[src/rtl/sd_arb_pkg.sv]
// Shared types and constants for the SD block arbiter: FSM state encoding,
// channel numbering and the round-robin pointer step.
package sd_arb_pkg;

  typedef enum logic [1:0] {
    IDLE  = 2'd0,
    ISSUE = 2'd1,
    XFER  = 2'd2
  } state_t;

  localparam int NCH_DEFAULT = 3;

  localparam int CH_FDD1 = 0;
  localparam int CH_HDD  = 1;
  localparam int CH_FDD2 = 2;

  localparam int IDX_W  = 2;
  localparam int XFER_W = 10;
  localparam logic [XFER_W-1:0] XFER_MAX = '1;

  // Pointer moves to the channel after the one just granted, wrapping to 0.
  function automatic logic [IDX_W-1:0] rr_next(input logic [IDX_W-1:0] idx,
                                               input int               nch);
    if (int'(idx) >= nch - 1) return '0;
    return idx + 1'b1;
  endfunction

endpackage

[src/rtl/sd_arb_rr_arbiter.sv]
// Combinational round-robin picker: first set request at or after the pointer,
// wrapping modulo NCH. The pointer register lives in the parent.
module rr_arbiter
  import sd_arb_pkg::*;
#(
  parameter int NCH = NCH_DEFAULT
) (
  input  logic [NCH-1:0]   req_i,
  input  logic [IDX_W-1:0] ptr_i,
  output logic [NCH-1:0]   gnt_o,
  output logic [IDX_W-1:0] idx_o,
  output logic             any_o
);

  logic found;
  int   ch;

  always_comb begin
    gnt_o = '0;
    idx_o = '0;
    found = 1'b0;
    ch    = 0;
    for (int i = 0; i < NCH; i++) begin
      ch = (int'(ptr_i) + i) % NCH;
      if (!found && req_i[ch]) begin
        found     = 1'b1;
        gnt_o[ch] = 1'b1;
        idx_o     = IDX_W'(ch);
      end
    end
  end

  assign any_o = found;

endmodule

[src/rtl/sd_block_arbiter.sv]
// Round-robin merge of floppy/HDD block requests onto the single host block
// interface. Optional ISSUE-phase watchdog is built when SD_ARB_TIMEOUT_EN is defined.
module sd_block_arbiter
  import sd_arb_pkg::*;
#(
  parameter int NCH            = NCH_DEFAULT,
  parameter int LBA_W          = 32,
  parameter int TIMEOUT_CYCLES = 2**24
) (
  input  logic                 clk,
  input  logic                 reset,
  input  logic [NCH*LBA_W-1:0] sd_lba,
  input  logic [NCH-1:0]       sd_rd,
  input  logic [NCH-1:0]       sd_wr,
  output logic [NCH-1:0]       sd_ack,
  input  logic [NCH*8-1:0]     sd_buff_din,
  output logic [8:0]           sd_buff_addr,
  output logic [7:0]           sd_buff_dout,
  output logic                 sd_buff_wr,
  output logic [LBA_W-1:0]     host_lba,
  output logic                 host_rd,
  output logic                 host_wr,
  input  logic                 host_ack,
  input  logic [8:0]           host_buff_addr,
  input  logic [7:0]           host_buff_dout,
  output logic [7:0]           host_buff_din,
  input  logic                 host_buff_wr,
  output logic                 grant_valid,
  output logic [1:0]           grant_idx,
  output logic [9:0]           xfer_bytes,
  output logic                 timeout_err
);

  state_t              state_q, state_d;
  logic [IDX_W-1:0]    ptr_q, ptr_d;
  logic [IDX_W-1:0]    gidx_q, gidx_d;
  logic [LBA_W-1:0]    lba_q, lba_d;
  logic                rd_q, rd_d;
  logic                wr_q, wr_d;
  logic [NCH-1:0]      ack_q, ack_d;
  logic [XFER_W-1:0]   xfer_q, xfer_d;
  logic                hack_q;

  logic [NCH-1:0]      pend;
  logic [NCH-1:0]      arb_gnt;
  logic [IDX_W-1:0]    arb_idx;
  logic                arb_any;
  logic [LBA_W-1:0]    arb_lba;
  logic [NCH-1:0]      gnt_oh;
  logic [7:0]          din_sel;
  logic                ack_rise;
  logic                ack_fall;
  logic                in_xfer;
  logic                timeout_hit;

  assign pend     = sd_rd | sd_wr;
  assign ack_rise = host_ack & ~hack_q;
  assign ack_fall = ~host_ack & hack_q;
  assign in_xfer  = (state_q == XFER);

  rr_arbiter #(.NCH(NCH)) u_rr (
    .req_i (pend),
    .ptr_i (ptr_q),
    .gnt_o (arb_gnt),
    .idx_o (arb_idx),
    .any_o (arb_any)
  );

  always_ff @(posedge clk or posedge reset) begin
    if (reset) begin
      state_q <= IDLE;
      ptr_q   <= '0;
      gidx_q  <= '0;
      lba_q   <= '0;
      rd_q    <= 1'b0;
      wr_q    <= 1'b0;
      ack_q   <= '0;
      xfer_q  <= '0;
      hack_q  <= 1'b0;
    end else begin
      state_q <= state_d;
      ptr_q   <= ptr_d;
      gidx_q  <= gidx_d;
      lba_q   <= lba_d;
      rd_q    <= rd_d;
      wr_q    <= wr_d;
      ack_q   <= ack_d;
      xfer_q  <= xfer_d;
      hack_q  <= host_ack;
    end
  end

  // A host_ack edge seen in IDLE is ignored because only ISSUE/XFER look at it.
  always_comb begin
    state_d = state_q;
    unique case (state_q)
      IDLE:    if (arb_any) state_d = ISSUE;
      ISSUE: begin
        if (ack_rise)         state_d = XFER;
        else if (timeout_hit) state_d = IDLE;
      end
      XFER:    if (ack_fall) state_d = IDLE;
      default: state_d = IDLE;
    endcase
  end

  always_comb begin
    arb_lba = '0;
    gnt_oh  = '0;
    din_sel = '0;
    for (int i = 0; i < NCH; i++) begin
      if (arb_gnt[i]) arb_lba = arb_lba | sd_lba[i*LBA_W +: LBA_W];
      if (gidx_q == IDX_W'(i)) begin
        gnt_oh[i] = 1'b1;
        din_sel   = sd_buff_din[i*8 +: 8];
      end
    end
  end

  // Request bits are latched at grant; a requester dropping its level in
  // ISSUE does not cancel the host request already in flight.
  always_comb begin
    ptr_d  = ptr_q;
    gidx_d = gidx_q;
    lba_d  = lba_q;
    rd_d   = rd_q;
    wr_d   = wr_q;
    ack_d  = ack_q;
    xfer_d = xfer_q;
    case (state_q)
      IDLE: begin
        if (arb_any) begin
          gidx_d = arb_idx;
          lba_d  = arb_lba;
          rd_d   = |(sd_rd & arb_gnt);
          wr_d   = |(sd_wr & arb_gnt);
          ptr_d  = rr_next(arb_idx, NCH);
        end
      end
      ISSUE: begin
        if (ack_rise) begin
          rd_d   = 1'b0;
          wr_d   = 1'b0;
          ack_d  = gnt_oh;
          xfer_d = '0;
        end else if (timeout_hit) begin
          rd_d = 1'b0;
          wr_d = 1'b0;
        end
      end
      XFER: begin
        if (host_buff_wr && (xfer_q != XFER_MAX)) xfer_d = xfer_q + 1'b1;
        if (ack_fall) ack_d = '0;
      end
      default: ;
    endcase
  end

`ifdef SD_ARB_TIMEOUT_EN
  localparam int TO_W = (TIMEOUT_CYCLES > 1) ? $clog2(TIMEOUT_CYCLES) : 1;

  logic [TO_W-1:0] to_cnt_q, to_cnt_d;
  logic            terr_q, terr_d;

  // Reloaded every IDLE cycle so ISSUE always starts with a full budget.
  always_comb begin
    to_cnt_d = to_cnt_q;
    if (state_q == IDLE)
      to_cnt_d = TO_W'(TIMEOUT_CYCLES - 1);
    else if ((state_q == ISSUE) && (to_cnt_q != '0))
      to_cnt_d = to_cnt_q - 1'b1;
  end

  assign timeout_hit = (state_q == ISSUE) && (to_cnt_q == '0);
  assign terr_d      = timeout_hit && !ack_rise;

  always_ff @(posedge clk or posedge reset) begin
    if (reset) begin
      to_cnt_q <= '0;
      terr_q   <= 1'b0;
    end else begin
      to_cnt_q <= to_cnt_d;
      terr_q   <= terr_d;
    end
  end

  assign timeout_err = terr_q;
`else
  assign timeout_hit = 1'b0;
  assign timeout_err = 1'b0;
`endif

  assign sd_ack        = ack_q;
  assign host_lba      = lba_q;
  assign host_rd       = rd_q;
  assign host_wr       = wr_q;
  assign grant_valid   = (state_q != IDLE);
  assign grant_idx     = gidx_q;
  assign xfer_bytes    = xfer_q;
  assign sd_buff_addr  = host_buff_addr;
  assign sd_buff_dout  = host_buff_dout;
  assign sd_buff_wr    = host_buff_wr & in_xfer;
  assign host_buff_din = in_xfer ? din_sel : 8'h00;

endmodule

[config.mk]
export PLATFORM = sky130hd
export DESIGN_NAME = sd_block_arbiter
export DESIGN_NICKNAME = d
export VERILOG_FILES = /design/src/rtl/sd_arb_pkg.sv /design/src/rtl/sd_arb_rr_arbiter.sv /design/src/rtl/sd_block_arbiter.sv
export SDC_FILE = /design/constraint.sdc
export NUM_CORES = 1
export LEC_CHECK = 0
export ABC_AREA = 1
export CAP_MARGIN = 15
export CORE_ASPECT_RATIO = 1.2
export CORE_MARGIN = 2
export CORE_UTILIZATION = 40
export DETAILED_ROUTE_END_ITERATION = 12
export HOLD_SLACK_MARGIN = 0.06
export PLACE_DENSITY = 0.93
export REMOVE_ABC_BUFFERS = 1
export SLEW_MARGIN = 20
export SYNTH_ARGS = -nofsm -noshare
export SYNTH_HDL_FRONTEND = slang
export SYNTH_HIERARCHICAL = 1
export SYNTH_SLANG_ARGS = --single-unit
[constraint.sdc]
create_clock -name clk -period 3.25 [get_ports clk]
set_input_delay 0.65 -clock clk [delete_from_list [all_inputs] [get_ports clk]]
set_output_delay 0.65 -clock clk [all_outputs]
set_load 0.03 [all_outputs]
==> results of run 1 <==
cell families after synthesis:
family                     count (synthesis)
buffers and inverters                     89
xor gates and xnor gates                   3
DFF                                       54
other                                      1
AOI/OAI and AO/OA                         62
and+or+nand+nor                          266
adders and majority gates                  5
report_power, final:
| group | switching [W] | total, W | internal, W |
|---|---|---|---|
| clock network | 0.000233 | 0.000409 | 0.000176 |
| logic | 0.00207 | 0.00337 | 0.00129 |
| registers | 0.000209 | 0.00118 | 0.000970 |
placed cells by master, fill, tap and decap left out:
| cell | instances |
|---|---|
| xor2_1 | 1 |
| or2_2 | 2 |
| nand2_4 | 3 |
| nand3_1 | 50 |
| nand2_2 | 2 |
| nor2_1 | 40 |
| clkdlybuf4s50_1 | 188 |
| nor2_4 | 1 |
| inv_4 | 1 |
| buf_4 | 8 |
| o21ai_0 | 11 |
| nand4_1 | 2 |
| clkinv_4 | 2 |
| o31ai_4 | 1 |
| o31ai_1 | 2 |
| xnor2_1 | 2 |
| nor2_2 | 1 |
| a21oi_1 | 5 |
| clkbuf_8 | 6 |
| dfrtp_1 | 54 |
| nand3_2 | 2 |
| a41oi_1 | 32 |
| nand2_1 | 162 |
| or2_1 | 1 |
| inv_2 | 8 |
| o21ai_2 | 2 |
| o32ai_1 | 3 |
| conb_1 | 1 |
| o21ai_1 | 4 |
| o22ai_1 | 2 |
| clkinvlp_4 | 1 |
| ha_1 | 5 |
| inv_1 | 35 |
| clkinv_1 | 2 |
| buf_12 | 1 |
sequential cells by signal (all words and copies together) (netlist names):
name and cells:
ptr_q 2, state_q 2, host_rd 1, xfer_bytes 10, grant_idx 2, hack_q 1
host_lba 32, sd_ack 3, host_wr 1
cells in the mapped netlist, drive strengths merged:
library cell	instances	share of area, %
a41oi	32	8.1
or2	3	0.54
nor2	42	4.8
o31ai	3	1.0
clkbuf	17	1.8
conb	1	0.11
buf	25	5.1
nand4	2	0.36
nand2	167	19
a21oi	5	0.72
clkinv	3	0.33
dfrtp	54	39
xnor2	2	0.51
ha	5	1.8
inv	44	4.8
nand3	52	7.8
xor2	1	0.25
o32ai	3	0.76
o21ai	17	2.7
o22ai	2	0.36
layout make-up:
| type | instances | area, um2 | area share [%] |
|---|---|---|---|
| Inverter | 47 | 182.7 | 3.363 |
| Sequential cell | 54 | 1351 | 24.88 |
| Multi-Input combinational cell | 337 | 1689 | 31.10 |
| Clock inverter | 2 | 17.52 | 0.3225 |
| Tap cell | 117 | 146.4 | 2.695 |
| Clock buffer | 6 | 82.58 | 1.520 |
| Timing Repair Buffer | 197 | 1962 | 36.12 |
worst max-delay path, cell delays in order (launching register included):
cell             delay (ns)
dfrtp_1                0.60
clkinv_1               0.50
nand3_1                0.20
nand3_1                0.09
nand2_1                0.06
inv_1                  0.05
clkdlybuf4s50_1        0.59
metal layers:
| layer | wire (um) | vias to the layer above | global-route usage, % |
|---|---|---|---|
| met2 | 5614 | 220 | 40.88 |
| li1 | - | 1878 | - |
| met3 | 1303 | 24 | 8.927 |
| met4 | 253 | 0 | 7.684 |
| met1 | 3933 | 1774 | 25.27 |
| met5 | 0 | - | 1.818 |
worst max-delay path by stage:
stage | startpoint | end | slack (ns) | cells past startpoint
floorplan | sd_wr[2] | host_rd | 0.76 | 12
global placement | sd_wr[2] | host_lba[0] | 0.47 | 12
detailed placement | sd_wr[2] | host_wr | 0.34 | 13
CTS | grant_idx[0] | host_buff_din[6] | 0.14 | 6
global route | grant_idx[1] | host_buff_din[2] | 0.04 | 6
finish | grant_idx[1] | host_buff_din[3] | 0.19 | 6
metrics by stage:
stage	setup WS, ns	instance area [um2]
after detailed placement	0.3360	5328
after global routing	0.03534	5431
after global placement	0.4704	5328
after CTS	0.1362	5428
final	0.1899	5431
after floorplan	0.7571	3219
==> results.py, run 1 <==
metrics = {
    "setup_path": {
        "endpoint_kind": "primary output",
        "regToRegSetupSlack_ns": 0.79,
        "cp_max_fo": 18,
        "reg2reg_to": "host_wr",
        "reg2reg_from": "ptr_q[0]",
        "worstRegToRegCells": 14,
        "critPathKind": "reg2out",
        "start_kind": "flip-flop",
        "worstPathRequired_ns": 2.60,
        "cp_data_arrival_time_ns": 2.41,
    },
    "flow_run": {
        "drv_cap": 0,
    },
    "detailed_routing": {
        "final_antenna_net_count": 0,
        "vias": 3896,
        "routed_wl_mm": 11.10,
        "drt_iter0_drc": 224,
        "viasPerCell": 5.126,
        "post_drt_wl_per_cell_um": 14.61,
        "drcViolationCount": 0,
        "drt_first_pass_iters": 5,
    },
    "yosys": {
        "seq_area_frac_synth_pct": 39.07,
        "synth_area_um2": 3458,
        "ys.warnings.count": 6,
        "synth_xor_area_share_pct": 0.7598,
        "ys_seq_elements": 54,
        "synth_top_family_by_area": "simple AND/OR/NAND/NOR gates",
        "synth_cells": 480,
        "synth-simple-area-share_pct": 32.49,
        "yosys.area_share.adder_pct": 1.809,
        "synth.area.mux_share_pct": 0,
        "synth-compound-area-share_pct": 13.68,
        "syn_area_per_cell_um2": 7.205,
        "synth_cell_types": 32,
    },
    "floorplan": {
        "fp-row-count": 37,
        "chipHeight_um": 105.9,
        "core_area_um2": 8472,
        "dieArea_um2": 9408,
        "fp.dieW_um": 88.88,
        "start_util_pct": 40.82,
        "boundaryPins": 224,
    },
    "place": {
        "place_inst": 752,
        "portBuffers": 188,
        "hpwl_mm": 8.767,
        "gp_congestion": 0.8592,
    },
    "final_layout": {
        "final_util_pct": 64.11,
        "syn_to_final_growth_pct": 57.06,
        "n_fill_cell": 682,
        "drive_gt1_share_pct": 6.376,
        "stdcell_count": 760,
        "diodes": 0,
        "nets": 794,
    },
    "clocking": {
        "clock-root-buffer": "clkbuf_8",
        "ctsHoldBuffers": 0,
        "insertion_delay_ns": 0.32,
        "cts_tree": "done",
        "cts_resized": 0,
        "post_cts_buffers": 0,
        "h-tree-depth": 2,
        "cts_buffers": 5,
        "clock_path_buffers": 2,
        "cts.sinks": 54,
        "clkTransAtPathRegs_ns": 0.09,
    },
    "status": {
        "outcome": "finished clean",
    },
    "min_path": {
        "hold_end": "host_wr",
        "hold_class": "reg2reg",
        "min_path_cells": 2,
        "min_from": "host_wr",
    },
    "sta": {
        "setup_viol": 0,
        "setup_tns_ns": 0,
        "timing.final.crit_share_pct": 94.16,
        "finalHoldViolations": 0,
        "max_freq_mhz": 326.8,
        "period_needed_ns": 3.060,
        "rsz0062_at_grt": "no",
        "final_max_slew_viol_count": 0,
        "timing.hold.ws_ns": 0.5213,
        "fin_skew_ns": 0.01176,
    },
    "global_route": {
        "grt_max_degree": 41,
        "grt-ovfl-total": 0,
        "grt_pass1_wl_mm": 17.51,
        "grt_use_total_pct": 23.40,
        "grt_pass1_vias": 3840,
        "antenna_found_initial": 0,
    },
    "power": {
        "power_density_nw_per_um2": 912.2,
        "power.total_w": 0.004955,
        "worst_ir_drop_vdd_mv": 0.4495,
        "power_leakage_nw": 2.315,
    },
}
Power figures use the tool's default switching activity.
==> inputs of run 2 (changes only) <==
--- a/config.mk
+++ b/config.mk
@@ -6,13 +6,14 @@
 export NUM_CORES = 1
 export LEC_CHECK = 0
 export ABC_AREA = 1
+export ABC_CLOCK_PERIOD_IN_PS = 2800
 export CAP_MARGIN = 15
-export CORE_ASPECT_RATIO = 1.2
-export CORE_MARGIN = 2
-export CORE_UTILIZATION = 40
+export CORE_AREA = 2 2 88 90
 export DETAILED_ROUTE_END_ITERATION = 12
+export DIE_AREA = 0 0 90 92
+export DONT_BUFFER_PORTS = 1
 export HOLD_SLACK_MARGIN = 0.06
-export PLACE_DENSITY = 0.93
+export PLACE_DENSITY = 0.69
 export REMOVE_ABC_BUFFERS = 1
 export SLEW_MARGIN = 20
 export SYNTH_ARGS = -nofsm -noshare
==> constraint.sdc (replaced) <==
create_clock -name clk -period 2.8 [get_ports clk]
set_input_delay 0.56 -clock clk [delete_from_list [all_inputs] [get_ports clk]]
set_output_delay 0.56 -clock clk [all_outputs]
set_load 0.03 [all_outputs]
==> results.py, run 2 (synthesized netlist as in run 1, its figures left out) <==
metrics = {
    "status": {
        "outcome": "finished clean",
    },
    "global_route": {
        "grt_max_degree": 69,
        "antenna_found_initial": 0,
        "grt-ovfl-total": 0,
        "grt_use_total_pct": 22.12,
        "grt_pass1_wl_mm": 14.96,
        "grt_pass1_vias": 2984,
    },
    "setup_path": {
        "endpoint_kind": "primary output",
        "cpMostUsedCell": "nand3_1",
        "crit_family": "buffers and inverters",
        "worstRegToRegCells": 13,
        "cp_data_arrival_time_ns": 1.79,
        "cp_max_fo": 18,
        "cp_cell_sequence": "buf_4, clkinv_1, nand3_1, nand3_1, nand2_1, inv_1",
        "reg2reg_from": "ptr_q[0]",
        "start_kind": "flip-flop",
        "worstPathRequired_ns": 2.24,
        "regToRegSetupSlack_ns": 0.45,
        "critPathSlowestCell": "clkinv_1",
        "max_stage_delay_ns": 0.42,
        "path_buf_inv": 3,
        "reg2reg_to": "host_lba[3]",
        "critPathKind": "reg2out",
    },
    "detailed_routing": {
        "drt_first_pass_iters": 4,
        "drcViolationCount": 0,
        "post_drt_wl_per_cell_um": 16.72,
        "viasPerCell": 5.723,
        "routed_wl_mm": 9.349,
        "vias": 3199,
        "drt_iter0_drc": 157,
        "final_antenna_net_count": 0,
    },
    "power": {
        "worst_ir_drop_vdd_mv": 0.6902,
        "power.switching_w": 0.002747,
        "power_leakage_nw": 1.608,
        "comb_power_share_pct": 50.8,
        "p_clk_share_pct": 9.9,
        "p_seq_share_pct": 39.4,
        "p_sw_share_pct": 55.44,
        "internal-power_w": 0.002208,
        "power_density_nw_per_um2": 1392,
    },
    "floorplan": {
        "fp.dieW_um": 90,
        "core_area_um2": 7447,
        "boundaryPins": 224,
        "dieArea_um2": 8280,
        "start_util_pct": 46.44,
        "fp-row-count": 32,
        "chipHeight_um": 92,
    },
    "sta": {
        "slew_headroom_pct": 63.37,
        "setup_viol": 0,
        "setup_tns_ns": 0,
        "period_needed_ns": 2.355,
        "rsz0062_at_grt": "no",
        "timing.final.crit_share_pct": 84.09,
        "fin_skew_ns": 0.01395,
        "final_max_slew_viol_count": 0,
        "finalHoldViolations": 0,
        "worstMarginPinSlew_ns": 0.5486,
        "timing.hold.ws_ns": 0.1723,
        "max_freq_mhz": 424.7,
    },
    "final_layout": {
        "drive_gt1_share_pct": 9.190,
        "n_fill_cell": 782,
        "syn_to_final_growth_pct": 2.930,
        "final_util_pct": 47.80,
        "final_common_cell": "nand2_1",
        "nets": 608,
        "stdcell_count": 559,
        "final_cell_mix": "162 x nand2_1, 54 x dfrtp_1, 50 x nand3_1",
        "largest_reg_flops": 32,
        "diodes": 0,
    },
    "clocking": {
        "cts_tree": "done",
        "cts_buffers": 5,
        "clock-root-buffer": "clkbuf_8",
        "cts_resized": 0,
        "clock_path_buffers": 2,
        "cts.sinks": 54,
        "clkTransAtPathRegs_ns": 0.10,
        "h-tree-depth": 2,
        "ctsHoldBuffers": 0,
        "post_cts_buffers": 0,
        "insertion_delay_ns": 0.31,
    },
    "flow_run": {
        "drv_cap": 0,
    },
    "place": {
        "portBuffers": 0,
        "gp_congestion": 0.8940,
        "hpwl_mm": 7.048,
        "place_inst": 551,
    },
    "min_path": {
        "hold_class": "in2async",
    },
}
==> run 2: changes by cell type in the layout (fill, tap and decap cells not counted) <==
cell             delta
buf_4               +1
clkbuf_8            +1
clkinvlp_4          -1
clkdlybuf4s50_1   -188
clkinv_4            -1
buf_12              +1
clkinv_1            +1
==> run 2: cell type report <==
type	instances	area, um2	area share [%]
well taps	102	127.6	3.585
inverters	47	178.9	5.026
clock buffers	7	96.34	2.707
flip-flops and latches	54	1351	37.96
multi-input cells	337	1689	47.45
clock inverters	1	8.758	0.2460
repair buffers	11	107.6	3.023
==> run 2: power by group through the flow <==
stage,registers (W),clock network [W],logic [W]
2_1_floorplan,0.00192,0,0.00179
3_3_place_gp,0.00196,0,0.00245
3_5_place_dp,0.00196,0,0.00254
4_1_cts,0.00195,0.000509,0.00254
5_1_grt,0.00199,0.000539,0.00286
6_report,0.00195,0.000490,0.00251
==> run 2: per-stage QoR <==
stage | worst slack (ns) | cell area (um2) | power [W]
5_1_grt | 0.2569 | 3560 | 0.005387
4_1_cts | 0.4260 | 3560 | 0.005001
3_5_place_dp | 0.4812 | 3455 | 0.004502
6_report | 0.4454 | 3560 | 0.004955
2_1_floorplan | 0.3971 | 3219 | 0.003710
3_3_place_gp | 0.5689 | 3455 | 0.004412
==> run 2: worst max path at each step <==
stage | start | cells past startpoint | slack (ns) | to
2_1_floorplan | sd_wr[2] | 12 | 0.40 | host_rd
3_3_place_gp | sd_wr[2] | 11 | 0.57 | host_lba[0]
3_5_place_dp | ptr_q[0] | 10 | 0.48 | host_lba[3]
4_1_cts | grant_idx[0] | 6 | 0.43 | host_buff_din[1]
5_1_grt | grant_idx[1] | 6 | 0.26 | host_buff_din[7]
6_report | grant_idx[0] | 6 | 0.45 | host_buff_din[1]
==> run 2: routing by layer <==
metal,up-vias,global-route usage (%),part of all wire [%]
met4,2,3.846,1.1
met1,1492,25.96,38
met5,-,3.846,0.39
li1,1502,-,-
met3,12,10.02,12
met2,191,37.47,48
